[config.mk]
export PLATFORM = sky130hd
export DESIGN_NAME = btn_press_gen
export DESIGN_NICKNAME = d
export VERILOG_FILES = /design/src/rtl/btn_press_gen.sv
export SDC_FILE = /design/constraint.sdc
export NUM_CORES = 1
export LEC_CHECK = 0
export ABC_CLOCK_PERIOD_IN_PS = 2700
export BUFFER_PORTS_ARGS = -buffer_cell sky130_fd_sc_hd__buf_2
export CAP_MARGIN = 10
export CORE_MARGIN = 2
export CORE_UTILIZATION = 56
export CTS_CLUSTER_SIZE = 30
export DETAILED_ROUTE_END_ITERATION = 10
export PLACE_DENSITY = 0.88
export SYNTH_ARGS = -nofsm -noshare
export SYNTH_HDL_FRONTEND = slang
export SYNTH_SLANG_ARGS = --single-unit
[constraint.sdc]
create_clock -name clk -period 2.7 [get_ports clk]
set_input_delay 0.54 -clock clk [delete_from_list [all_inputs] [get_ports clk]]
set_output_delay 0.54 -clock clk [all_outputs]
set_load 0.02 [all_outputs]
[src/rtl/btn_press_gen.sv]
// btn_press_gen: turns single-clk request strobes into clean button presses.
// Each accepted request yields btn=1 for HOLD_TICKS ce periods followed by at
// least GAP_TICKS low ce periods. Requests that arrive while a press is in
// flight are counted in pend (up to MAX_PEND). A request that arrives while
// the queue is full is dropped, and ovf pulses for one clk.
// Optional feature macro: BTN_BOUNCE_EN. When it is defined, btn shows LFSR
// noise for the first BNC_TICKS ce ticks of every PRESS and GAP phase.
module btn_press_gen #(
  parameter int HOLD_TICKS = 50,
  parameter int GAP_TICKS  = 50,
  parameter int MAX_PEND   = 7,
  parameter int CNT_W      = 8,
  parameter int BNC_TICKS  = 5
) (
  input  logic                            clk,
  input  logic                            rst,
  input  logic                            ce,
  input  logic                            st,
  output logic                            btn,
  output logic                            busy,
  output logic [$clog2(MAX_PEND+1)-1:0]   pend,
  output logic                            ovf
);

  localparam int PW = $clog2(MAX_PEND + 1);
  localparam logic [CNT_W-1:0] HOLD_LOAD = CNT_W'(HOLD_TICKS - 1);
  localparam logic [CNT_W-1:0] GAP_LOAD  = CNT_W'(GAP_TICKS - 1);
  localparam logic [PW-1:0]    PEND_MAX  = PW'(MAX_PEND);

  // Catch parameter sets that cannot work at elaboration time.
  if (HOLD_TICKS < 1 || HOLD_TICKS > (1 << CNT_W)) begin : g_bad_hold
    $error("btn_press_gen: HOLD_TICKS out of range");
  end
  if (GAP_TICKS < 1 || GAP_TICKS > (1 << CNT_W)) begin : g_bad_gap
    $error("btn_press_gen: GAP_TICKS out of range");
  end
  if (MAX_PEND < 1) begin : g_bad_pend
    $error("btn_press_gen: MAX_PEND must be at least 1");
  end
  if (BNC_TICKS >= HOLD_TICKS || BNC_TICKS >= GAP_TICKS) begin : g_bad_bnc
    $error("btn_press_gen: BNC_TICKS must be below HOLD_TICKS and GAP_TICKS");
  end

  typedef enum logic [1:0] {
    ST_IDLE  = 2'd0,
    ST_PRESS = 2'd1,
    ST_GAP   = 2'd2
  } state_t;

  state_t            state_q, state_d;
  logic [CNT_W-1:0]  cnt_q, cnt_d;
  logic              btn_q, btn_d;
  logic              busy_q;
  logic [PW-1:0]     pend_q, pend_d;
  logic              ovf_q, ovf_d;
  logic              start_d;    // a press would start if this were a ce edge
  logic              dec;        // a press really starts on this edge

`ifdef BTN_BOUNCE_EN
  localparam logic [CNT_W-1:0] BNC_LOAD = CNT_W'(BNC_TICKS - 1);
  logic [7:0]        lfsr_q, lfsr_d;
  logic [CNT_W-1:0]  bnc_q, bnc_d;
  logic              win_q, win_d;
`endif

  // Phase sequencing that takes effect on a ce edge
  always_comb begin
    state_d = state_q;
    cnt_d   = cnt_q;
    start_d = 1'b0;
    case (state_q)
      ST_IDLE: begin
        if (pend_q != '0) begin
          state_d = ST_PRESS;
          cnt_d   = HOLD_LOAD;
          start_d = 1'b1;
        end
      end
      ST_PRESS: begin
        if (cnt_q == '0) begin
          state_d = ST_GAP;
          cnt_d   = GAP_LOAD;
        end else begin
          cnt_d = cnt_q - 1'b1;
        end
      end
      ST_GAP: begin
        if (cnt_q != '0) begin
          cnt_d = cnt_q - 1'b1;
        end else if (pend_q != '0) begin
          state_d = ST_PRESS;
          cnt_d   = HOLD_LOAD;
          start_d = 1'b1;
        end else begin
          state_d = ST_IDLE;
        end
      end
      default: begin
        state_d = ST_IDLE;
        cnt_d   = '0;
      end
    endcase
  end

  assign dec = ce & start_d;

  // Request queue bookkeeping, evaluated on every clk
  always_comb begin
    pend_d = pend_q;
    ovf_d  = 1'b0;
    if (st && !dec) begin
      if (pend_q < PEND_MAX) begin
        pend_d = pend_q + 1'b1;
      end else begin
        ovf_d = 1'b1;
      end
    end else if (!st && dec) begin
      pend_d = pend_q - 1'b1;
    end
  end

`ifdef BTN_BOUNCE_EN
  // Bounce window tracking and the noisy level shown inside it
  always_comb begin
    lfsr_d = {lfsr_q[6:0], lfsr_q[7] ^ lfsr_q[5] ^ lfsr_q[4] ^ lfsr_q[3]};
    win_d  = 1'b0;
    bnc_d  = bnc_q;
    if (state_d != state_q && state_d != ST_IDLE) begin
      win_d = 1'b1;
      bnc_d = BNC_LOAD;
    end else if (state_d != ST_IDLE && win_q && bnc_q != '0) begin
      win_d = 1'b1;
      bnc_d = bnc_q - 1'b1;
    end
    btn_d = win_d ? lfsr_d[0] : (state_d == ST_PRESS);
  end
`else
  // Clean level: high exactly while the next phase is PRESS
  always_comb begin
    btn_d = (state_d == ST_PRESS);
  end
`endif

  // Registered state. The queue moves every clk; the phase moves only on ce
  always_ff @(posedge clk) begin
    if (rst) begin
      state_q <= ST_IDLE;
      cnt_q   <= '0;
      btn_q   <= 1'b0;
      busy_q  <= 1'b0;
      pend_q  <= '0;
      ovf_q   <= 1'b0;
`ifdef BTN_BOUNCE_EN
      lfsr_q  <= 8'hA5;
      bnc_q   <= '0;
      win_q   <= 1'b0;
`endif
    end else begin
      pend_q <= pend_d;
      ovf_q  <= ovf_d;
      if (ce) begin
        state_q <= state_d;
        cnt_q   <= cnt_d;
        btn_q   <= btn_d;
        busy_q  <= (state_d != ST_IDLE);
`ifdef BTN_BOUNCE_EN
        lfsr_q  <= lfsr_d;
        bnc_q   <= bnc_d;
        win_q   <= win_d;
`endif
      end
    end
  end

  assign btn  = btn_q;
  assign busy = busy_q;
  assign pend = pend_q;
  assign ovf  = ovf_q;

endmodule
==> flow_summary.toml <==
[die]
die_y_um = 46.0
pin_count = 10
start_util_pct = 58.4
rows = 15
die_area_sq_um = 2110
core_sq_um = 1690
dieWidth_um = 46.0

[cts]
post_cts_buffers = 0
ctsLongestPathBuffers = 2
cts_resized = 0
ctsHtreeMaxLevel = 1
cts_inserted_buffers = 3
insertion_delay_ps = 300
hold_buffers = 0
cts_tree = "yes"
cts.sinks = 16
clockRootBuffer = "clkbuf_4"
path_clk_slew_ps = 100

[route]
drt_wl_total_mm = 2.20
first_pass_iters = 4
via_count = 942
vias_per_cell = 6.41
ant_nets = 0
wl_per_cell_um = 15.0
drc_errors = 0
dr.first_iter.drc_count = 25

[synthesis]
synthTopCellsByArea = "dfxtp_1 32%, a21oi_1 6.1%, nor2_1 4.6%, nand2b_1 3.8%, o21ai_0 3.6%"
ys_types = 42
async_reset_ff_share_pct = 0
synthTopCellsByCount = "16 x dfxtp_1, 12 x a21oi_1, 12 x nor2_1"
syn_nets = 129
synth_area_sq_um = 986
syn_inst = 122
synth.area.mux_share_pct = 3.17
synth-adder-area-share_pct = 4.57
synth_xor_area_share_pct = 0.888
synth_top_flop_cell = "dfxtp_1"
seq_area_frac_synth_pct = 32.5
ys_warn_count = 0
synth.most_common_cell = "dfxtp_1"
synth_edf_count = 0
yosys.area_share.simple_pct = 29.1
synth-compound-area-share_pct = 26.4
synth_top_family_by_area = "simple AND/OR/NAND/NOR gates"
synth_top_cell_by_area = "dfxtp_1"
avgSynthCellArea_sq_um = 8.08
yosys.area.top_type_share_pct = 32.5
synth-seq-cells = 16

[setup_path]
timing.critical_path.buf_inv = 1
critical_path_class = "reg -> reg"
cp_cell_sequence = "inv_1, ha_1, or4b_4, nor4_2, or2_2, fa_1, nand2_1, o22a_1, mux2_1"
cp.arrival_ps = 2630
reg2regPathDepth = 9
worstPathMaxFanout = 4
cp_top_family = "simple AND/OR/NAND/NOR gates"
critPathCaptureType = "register"
cp_slowest_cell = "or4b_4"
cp_data_required_time_ps = 2880
r2r_setup_slack_ps = 250
crit_cells = 9
slowest_delay_ps = 500
startpoint_type = "register"

[hold_path]
hold_path.class = "reg -> reg"
min_path_cells = 2

[global_routing]
grt.total_usage_pct = 24.0
grt_pass1_vias = 865
grt_pass1_wl_mm = 3.56
antenna_found_initial = 0
grt_max_degree = 18
grt-ovfl-total = 0

[sta]
fin_ws_ps = 253
fmax_mhz = 409
max_slew_margin_pct = 56.3
worst_pin_slew_ps = 649
final-setup-viol-count = 0
rsz0062_at_grt = "no"
period_needed_ps = 2450
maxSlewViolCount = 0
fin_worst_skew_ps = 10.9
post-route-period-util_pct = 90.6
tns_ps = 0
finalHoldViolCount = 0

[placed_design]
io_buffer_count = 9
globalplace.congestion = 0.880
dp_hpwl_mm = 1.60
dp_slack_ps = 265

[finish]
finalNetCount = 138
fillers = 140
antennaDiodeCount = 0
area_growth_pct = 8.88
drive_above_1_share_pct = 16.2

[pwr]
p_per_area_nw_per_um2 = 1230
intPower_mw = 0.693
power.share.clock_pct = 12.4
p_sw_mw = 0.627
p_leak_nw = 0.402
power_mw = 1.32
p_comb_share_pct = 56.9
swShare_pct = 47.5
ir_drop_v = 0.000614
seq_power_share_pct = 30.8

[job]
maxCapViolCount = 0

[status]
status = "complete, no violations"
final timing paths:
path,start,end
worst min register to register,btn$_SDFFE_PP0P_,btn$_SDFFE_PP0P_
worst min-delay path,btn$_SDFFE_PP0P_,btn$_SDFFE_PP0P_
worst max register to register,cnt_q[0]$_SDFFE_PP0P_,pend[2]$_SDFFE_PP0P_
worst max-delay path,cnt_q[0]$_SDFFE_PP0P_,pend[2]$_SDFFE_PP0P_
state kept, by name, indices dropped and copies added (netlist names):
register,flops
state_q,2
ovf,1
cnt_q,8
btn,1
busy,1
pend,3
metrics by stage:
| stage | hold slack, ps | area, sq um | cells | util (%) |
|---|---|---|---|---|
| 3_5_place_dp | 472 | 1040 | 143 | 61.4 |
| 2_1_floorplan | 495 | 986 | 122 | - |
| 3_3_place_gp | 459 | 1040 | 143 | 61.4 |
| 5_1_grt | 522 | 1070 | 147 | 63.6 |
| 4_1_cts | 487 | 1070 | 147 | 63.6 |
| 6_report | 481 | 1070 | 147 | 63.6 |
area by class of cell:
| cell class | instances | area [sq um] | area share (%) |
|---|---|---|---|
| Clock buffer | 4 | 36.3 | 3.38 |
| Inverter | 3 | 11.3 | 1.05 |
| Multi-Input combinational cell | 97 | 632 | 58.9 |
| Sequential cell | 16 | 320 | 29.8 |
| Tap cell | 17 | 21.3 | 1.98 |
| Timing Repair Buffer | 10 | 52.6 | 4.90 |
cells by family after synthesis:
family	count (synthesis)
AO/OA/AOI/OAI	40
XOR/XNOR	1
adder cells (fa/ha/maj)	3
buffers and inverters	9
flip-flops	16
multiplexers	3
AND/OR/NAND/NOR	50
worst reg2reg max path, delay by kind of cell (launching register included):
kind / cells / cell delay [ps]
AO/OA/AOI/OAI: 1 / 190
adder cells (fa/ha/maj): 2 / 370
buffers and inverters: 1 / 120
flip-flops: 1 / 330
multiplexers: 1 / 330
AND/OR/NAND/NOR: 4 / 1000
power groups by stage:
| stage | logic (mW) | registers (mW) | clock network (mW) |
|---|---|---|---|
| after global placement | 0.709 | 0.406 | 0 |
| final | 0.751 | 0.406 | 0.163 |
| after global routing | 0.839 | 0.422 | 0.172 |
| after detailed placement | 0.740 | 0.410 | 0 |
| after floorplan | 0.571 | 0.410 | 0 |
| after CTS | 0.745 | 0.404 | 0.164 |
placed cells by master (no fill, tap or decap), drive strengths merged:
cell type  count
nand3          5
xnor2          1
a21oi         12
a211oi         2
o32a           1
nand3b         1
ha             2
a32oi          1
and3           1
o32ai          1
nor2b          3
mux2i          2
nor4b          1
nor4           2
nor3           7
nor2          13
a21boi         2
or3b           1
clkbuf         4
nand2          5
o21ai          8
a311oi         2
or3            3
o21a           2
dfxtp         16
or4b           1
o31ai          1
o211ai         2
mux2           1
a31oi          1
o22a           2
fa             1
inv            3
or2            1
o221ai         1
nand2b         6
buf           10
a21o           2
routing by layer:
| metal | routed length (um) | part of all wire [%] | up-vias | track usage (%) |
|---|---|---|---|---|
| met5 | 0 | 0 | - | 0 |
| met4 | 31 | 1.4 | 0 | 16.6 |
| met3 | 110 | 5.0 | 3 | 4.76 |
| met2 | 1110 | 50 | 30 | 38.3 |
| met1 | 949 | 43 | 441 | 28.4 |
| li1 | - | - | 468 | - |
No activity file was read; power rests on OpenSTA's default activity.
